File: config.mk
export PLATFORM = sky130hd
export DESIGN_NAME = req_ack_responder
export DESIGN_NICKNAME = d
export VERILOG_FILES = /design/src/rtl/rsp_pkg.sv /design/src/rtl/rv_src_reg.sv /design/src/rtl/req_ack_responder.sv
export SDC_FILE = /design/constraint.sdc
export NUM_CORES = 1
export LEC_CHECK = 0
export ABC_AREA = 1
export ABC_CLOCK_PERIOD_IN_PS = 3900
export BUFFER_PORTS_ARGS = -buffer_cell sky130_fd_sc_hd__buf_2
export CORE_MARGIN = 2
export CORE_UTILIZATION = 50
export DETAILED_ROUTE_END_ITERATION = 12
export GPL_TIMING_DRIVEN = 0
export HOLD_SLACK_MARGIN = 0.05
export PLACE_DENSITY = 0.74
export SYNTH_ARGS = -nofsm -noshare
export SYNTH_HDL_FRONTEND = slang
export SYNTH_SLANG_ARGS = --single-unit
File: constraint.sdc
create_clock -name clk -period 3.9 [get_ports clk]
set_input_delay 0.975 -clock clk [delete_from_list [all_inputs] [get_ports clk]]
set_output_delay 0.975 -clock clk [all_outputs]
set_load 0.01 [all_outputs]
File: src/rtl/rsp_pkg.sv
// Shared types and limits for the req/ack responder.
package rsp_pkg;

  typedef enum logic [1:0] {
    RSP_IDLE = 2'd0,
    RSP_WAIT = 2'd1,
    RSP_ACK  = 2'd2
  } rsp_state_t;

  localparam int ACK_MIN = 2;
  localparam int ACK_MAX = 3;

  // cnt value on the last edge that may still produce an ack (E2)
  localparam logic [1:0] CNT_LAST = 2'd2;

  function automatic logic [1:0] cnt_sat_inc(input logic [1:0] c);
    return (c == 2'd3) ? c : c + 2'd1;
  endfunction

endpackage

File: src/rtl/rv_src_reg.sv
// Ready/valid source register: loads one word, holds it until accepted,
// then drops valid for at least one cycle.
module rv_src_reg #(
  parameter int DATA_W = 8
) (
  input  logic              clk,
  input  logic              rst,
  input  logic              load_i,
  input  logic [DATA_W-1:0] data_i,
  input  logic              ready_i,
  output logic              valid_o,
  output logic [DATA_W-1:0] data_o
);

  logic              valid_q, valid_d;
  logic [DATA_W-1:0] data_q, data_d;

  always_comb begin
    valid_d = valid_q;
    data_d  = data_q;
    if (valid_q && ready_i) begin
      valid_d = 1'b0;
    end
    // A load is only honoured while empty, so the accepting edge never refills.
    if (load_i && !valid_q) begin
      valid_d = 1'b1;
      data_d  = data_i;
    end
  end

  always_ff @(posedge clk or posedge rst) begin
    if (rst) begin
      valid_q <= 1'b0;
      data_q  <= '0;
    end else begin
      valid_q <= valid_d;
      data_q  <= data_d;
    end
  end

  assign valid_o = valid_q;
  assign data_o  = data_q;

endmodule

File: src/rtl/req_ack_responder.sv
// Responder end of the pulse req/ack handshake with a ready/valid output port.
// States: IDLE = waiting for req rise | WAIT = counting to ack decision | ACK = ack high one cycle
module req_ack_responder
  import rsp_pkg::*;
#(
  parameter int DATA_W  = 8,
  parameter int ACK_DLY = 3
) (
  input  logic              clk,
  input  logic              rst,
  input  logic              req,
  input  logic [DATA_W-1:0] req_data,
  output logic              ack,
  output logic              m_valid,
  input  logic              m_ready,
  output logic [DATA_W-1:0] m_data,
  output logic              busy,
  output logic              err_overlap,
  output logic              err_timeout
);

  if (ACK_DLY < ACK_MIN || ACK_DLY > ACK_MAX) begin : g_bad_ack_dly
    $error("req_ack_responder: ACK_DLY must be in 2..3");
  end

  localparam logic [1:0] DLY_M1 = 2'(ACK_DLY - 1);

  rsp_state_t        state_q, state_d;
  logic [1:0]        cnt_q, cnt_d;
  logic              req_q;
  logic [DATA_W-1:0] hold_q, hold_d;
  logic              ack_q, ack_d;
  logic              ovl_q, ovl_d;
  logic              tout_q, tout_d;
  logic              load;
  logic              rise;
  logic              req_held;

  assign rise     = req & ~req_q;
  // A fresh rise inside WAIT is a new request, not the original one still held.
  assign req_held = req & req_q;

  always_comb begin
    state_d = state_q;
    cnt_d   = cnt_q;
    hold_d  = hold_q;
    ack_d   = 1'b0;
    ovl_d   = 1'b0;
    tout_d  = 1'b0;
    load    = 1'b0;
    unique case (state_q)
      RSP_IDLE: begin
        if (rise) begin
          if (m_valid) begin
            ovl_d = 1'b1;
          end else begin
            hold_d  = req_data;
            cnt_d   = 2'd1;
            state_d = RSP_WAIT;
          end
        end
      end
      RSP_WAIT: begin
        if (rise) begin
          ovl_d = 1'b1;
        end
        if (cnt_q >= DLY_M1 && !req_held) begin
          ack_d   = 1'b1;
          load    = 1'b1;
          cnt_d   = 2'd0;
          state_d = RSP_ACK;
        end else if (cnt_q >= CNT_LAST) begin
          tout_d  = 1'b1;
          cnt_d   = 2'd0;
          state_d = RSP_IDLE;
        end else begin
          cnt_d = cnt_sat_inc(cnt_q);
        end
      end
      RSP_ACK: begin
        if (rise) begin
          ovl_d = 1'b1;
        end
        state_d = RSP_IDLE;
      end
      default: begin
        state_d = RSP_IDLE;
        cnt_d   = 2'd0;
      end
    endcase
  end

  always_ff @(posedge clk or posedge rst) begin
    if (rst) begin
      state_q <= RSP_IDLE;
      cnt_q   <= 2'd0;
      req_q   <= 1'b0;
      hold_q  <= '0;
      ack_q   <= 1'b0;
      ovl_q   <= 1'b0;
      tout_q  <= 1'b0;
    end else begin
      state_q <= state_d;
      cnt_q   <= cnt_d;
      req_q   <= req;
      hold_q  <= hold_d;
      ack_q   <= ack_d;
      ovl_q   <= ovl_d;
      tout_q  <= tout_d;
    end
  end

  rv_src_reg #(
    .DATA_W(DATA_W)
  ) u_src (
    .clk    (clk),
    .rst    (rst),
    .load_i (load),
    .data_i (hold_q),
    .ready_i(m_ready),
    .valid_o(m_valid),
    .data_o (m_data)
  );

  assign ack         = ack_q;
  assign err_overlap = ovl_q;
  assign err_timeout = tout_q;
  assign busy        = (state_q != RSP_IDLE) || m_valid;

endmodule

### After elaboration in Yosys (flattened, before gate mapping)

Index checks and enable logic that the tools add are counted.

| word-level totals | value |
|---|---|
| input port bits | 12 |
| output and inout bits | 13 |
| word-level logic and storage cells | 56 |
| flip-flop bits (word level) | 25 |

| cells by class | value |
|---|---|
| add/subtract/negate cells | 1 |
| magnitude comparators | 1 |
| multiplexer cells | 20 |
| bitwise operators | 5 |
| equal/unequal tests | 7 |
| reductions and logical operators | 13 |

Operator list:

| kind | number |
|---|---|
| 2-bit two-way mux | 7 |
| 1-bit two-way mux | 10 |
| 2-bit case mux with 3 select lines | 1 |
| 3-bit AND reduction | 2 |
| 2-bit equality test, second input constant | 2 |
| 2-bit != test, second input constant | 2 |
| 4-bit != test, second input constant | 1 |
| 2-bit case mux with 2 select lines | 1 |
| 4-bit AND reduction | 1 |
| 2-bit nonzero test | 2 |
| 1-bit logical AND | 3 |
| 3-bit != test, second input constant | 1 |
| 1-bit NOT | 3 |
| 2-bit by 1-bit adder with 2-bit output, second input constant | 1 |
| 1-bit AND | 2 |
| 2-bit by 1-bit equality test with 1-bit output, second input constant | 1 |
| 2-bit greater-or-equal comparator, second input constant | 1 |
| 1-bit zero test | 2 |
| 2-bit zero test | 1 |
| 1-bit case mux with 2 select lines | 1 |
| 2-bit OR reduction | 1 |
| 1-bit logical OR | 1 |

### Logic depth before layout (Yosys ltp)

| logic depth | value |
|---|---|
| depth after elaboration | 7 |
| gate-level depth with buffers | 8 |
| mapped depth without buffers | 7 |

### Cells and area by module

Synthesis repeated with hierarchy kept, for this count alone.

| second synthesis, totals | value |
|---|---|
| cells, all modules | 126 |
| area, all modules | 1169.9 um^2 |

By module, submodules not included:

| module | cells each | seq. area each (um^2) | instances | area an instance (um^2) |
|---|---|---|---|---|
| req_ack_responder | 88 | 400.4 | 1 | 809.5 |
| rv_src_reg | 38 | 225.2 | 1 | 360.3 |

### Worst setup path before layout

OpenSTA, ideal clock, no wires.

| path | value |
|---|---|
| path kind | register to output |
| start point | register state_q[0] |
| end point | output port busy |
| setup slack | 2.135 ns |
| data required time | 2.925 ns |
| arrival time | 0.790 ns |
| buffers on the path | 0 |
| stages on the path, launching flop included | 4 |
| path through | dfrtp_1 -> inv_1 -> ha_1 -> nand2_1 |

| between the ends | value |
|---|---|
| cells in the longest elaborated chain, start to end | 2 |

Ends and longest elaborated chain:

| item | RTL line | RTL |
|---|---|---|
| start: declaration | req_ack_responder.sv:28 | `rsp_state_t state_q, state_d;` |
| start signal: assignment | req_ack_responder.sv:103 | `state_q <= state_d;` |
| 2-bit nonzero test | req_ack_responder.sv:128 | `assign busy = (state_q != RSP_IDLE) \|\| m_valid;` |
| 1-bit logical OR | req_ack_responder.sv:128 |  |
| end: declaration | req_ack_responder.sv:17 | `output logic busy,` |

No other way between the ends.

### Worst setup path in the final report

Ends and elaborated chain as after synthesis.

==> impl_metrics.json <==
{
  "yosys-top-cells-count": "nand2_1 (30), dfrtp_1 (25), inv_1 (17)",
  "start_util_pct": 52.14,
  "cp-start-kind": "flip-flop",
  "reg2reg_to": "u_src.data_o[1]",
  "cts_root_buf": "clkbuf_4",
  "max_cap_violations": 0,
  "synth_most_common_cell": "nand2_1",
  "min_from": "u_src.data_o[6]",
  "ys_seq_elements": 25,
  "timing.final.crit_share_pct": 57.49,
  "drcViolationCount": 0,
  "end_kind": "output port",
  "cts_setup_buffers": 0,
  "ant_nets": 0,
  "max_slew_margin_pct": 40.88,
  "peakVddDrop_mv": 0.4435,
  "holdPathEnd": "u_src.data_o[6]",
  "die_y_microns": 51.80,
  "status": "finished, final reports clean",
  "cts_max_path_buffers": 2,
  "firstDrtPassIters": 4,
  "io_pins": 25,
  "drv_slew": 0,
  "wl_per_cell_microns": 11.26,
  "path_cells": "inv_1, ha_1, nand2_1, buf_2",
  "holdWs_ns": 0.4947,
  "p_per_area_nw_per_um2": 707.1,
  "crit_path_max_fanout": 5,
  "grt_start_max_net_pins": 26,
  "dp_hpwl_microns": 1519,
  "synth_flop_cell": "dfrtp_1",
  "fin_nets": 167,
  "rsz0062_at_grt": "false",
  "grt_pass1_wl_microns": 3277,
  "yosys_warnings": 0,
  "crit_required_ns": 2.92,
  "syn-num-nets": 138,
  "yosysTopAreaCell": "dfrtp_1",
  "rows": 17,
  "synthCells": 120,
  "r2r_slack_ns": 2.36,
  "syn_avg_cell_area_sq_um": 9.520,
  "finalClockSkew_ns": 0.001142,
  "rr_startpoint": "state_q[1]",
  "antenna_found_initial": 0,
  "numClockSinks": 25,
  "first_global_vias": 741,
  "die_area_sq_um": 2683,
  "worstMarginPinSlew_ns": 0.8858,
  "instances_no_fill": 176,
  "critical_path_class": "flip-flop to output port",
  "syn2layout_area_growth_pct": 15.88,
  "port_buffers": 24,
  "finalHoldViolations": 0,
  "via_count": 817,
  "core_area_sq_um": 2191,
  "netlist_top_cells_area": "dfrtp_1 (55%), nand2_1 (9.9%), ha_1 (6.6%), inv_1 (5.6%), o21ai_2 (3.8%)",
  "power.leakage_nw": 0.7314,
  "slowest_delay_ns": 0.45,
  "fillers": 199,
  "hold_buffers": 0,
  "gp_congestion": 0.7488,
  "cp.arrival_ns": 1.27,
  "fin_util_pct": 60.42,
  "cts_max_level": 1,
  "wirelength_microns": 1981,
  "min_path_cells": 2,
  "min_period_ns": 2.242,
  "place_inst": 172,
  "yosysUniqueCellTypes": 16,
  "cpMaxStageDelayCell": "dfrtp_1",
  "finalSetupTns_ns": 0,
  "placed_cell_area_sq_um": 1297,
  "hold_class": "flip-flop to flip-flop",
  "cts_tree": "done",
  "overflow": 0,
  "synth_top_area_share_pct": 54.76,
  "max_freq_mhz": 446.0,
  "synth-edff-count": 0,
  "synth_area_sq_um": 1142,
  "via_per_inst": 4.642,
  "yosysSeqAreaShare_pct": 54.76,
  "drt_iter0_drc": 9,
  "setup_viol": 0,
  "die_x_microns": 51.80,
  "r2r_cells": 8,
  "drive_gt1_share_pct": 26.35,
  "grtUsageTotal_pct": 17.32,
  "diodes": 0,
  "ys_async_sr_fraction_pct": 100.0,
  "worstSkewPairLatency_ns": 0.30,
  "cts_buffers": 3,
  "final_area_sq_um": 1324,
  "post_cts_resized": 0,
  "clkTransAtPathRegs_ns": 0.12
}
[metrics by stage]
stage / power (mW) / worst slack (ns)
after floorplan: 0.7126 / 2.135
after global placement: 0.8140 / 2.010
after detailed placement: 0.8398 / 2.002
after CTS: 0.9518 / 1.637
after global routing: 1.034 / 1.559
final: 0.9361 / 1.658
[cells by family after synthesis]
group / count (synthesis) / synth area share [%]
AOI/OAI and AO/OA: 19 / 10.95
adders and majority gates: 6 / 6.572
buffers and inverters: 19 / 7.557
DFF: 25 / 54.76
and+or+nand+nor: 51 / 20.15
[area by class of cell]
type / instances / area, sq um / share of cell area, %
buffer: 2 / 22.52 / 1.701
clock buffer: 4 / 26.28 / 1.985
inverter: 17 / 63.81 / 4.820
multi-input combinational: 76 / 430.4 / 32.51
sequential: 25 / 625.6 / 47.26
tap: 28 / 35.03 / 2.647
timing repair buffer: 24 / 120.1 / 9.074
[registers in the layout, summed over array words and instances, names as in the netlist]
name	cells
u_src.data_o	8
ack	1
hold_q	8
err_timeout	1
u_src.valid_o	1
req_q	1
err_overlap	1
cnt_q	2
state_q	2
[power breakdown]
part	leakage [nW]	total, mW	switching [mW]	internal, mW
registers	0.311	0.422	0.0617	0.360
clock network	0.0150	0.106	0.0663	0.0398
logic	0.405	0.408	0.248	0.160
total	0.731	0.936	0.376	0.560
[layout by cell type, fill, tap and decap left out]
master    synthesis  routed
nand4_4           1       1
clkbuf_4          0       3
o21ai_1           3       3
o21ai_0           3       3
a21oi_1           7       7
clkbuf_1          0       1
nor3_1            1       1
nor2_1           10      10
buf_6             2       2
o21ai_2           5       5
dfrtp_1          25      25
buf_2             0      24
nand2_1          30      30
nand2_2           2       2
nand2_4           1       1
inv_1            17      17
a21oi_4           1       1
ha_1              6       6
nand3_1           6       6
[how the worst max path moves through the flow]
stage,depth (start not counted),end,startpoint
3_3_place_gp,4,busy,state_q[0]
3_5_place_dp,4,busy,state_q[0]
6_report,4,busy,state_q[0]
5_1_grt,4,busy,state_q[0]
2_1_floorplan,3,busy,state_q[0]
4_1_cts,4,busy,state_q[0]
[critical path, delay by kind of cell (launching register included)]
family,cells,cell delay (ns)
flops,1,0.45
buf+inv,2,0.27
fa+ha+maj,1,0.19
simple gates,1,0.05
[metal layers]
layer / global-route usage [%] / vias up / routed length, microns
met4: 6.579 / 0 / 13
met5: 0 / - / 0
met2: 28.63 / 16 / 963
met1: 22.48 / 365 / 938
met3: 3.448 / 2 / 66
li1: - / 434 / -
Note: power is estimated with default switching activity, not from simulation.
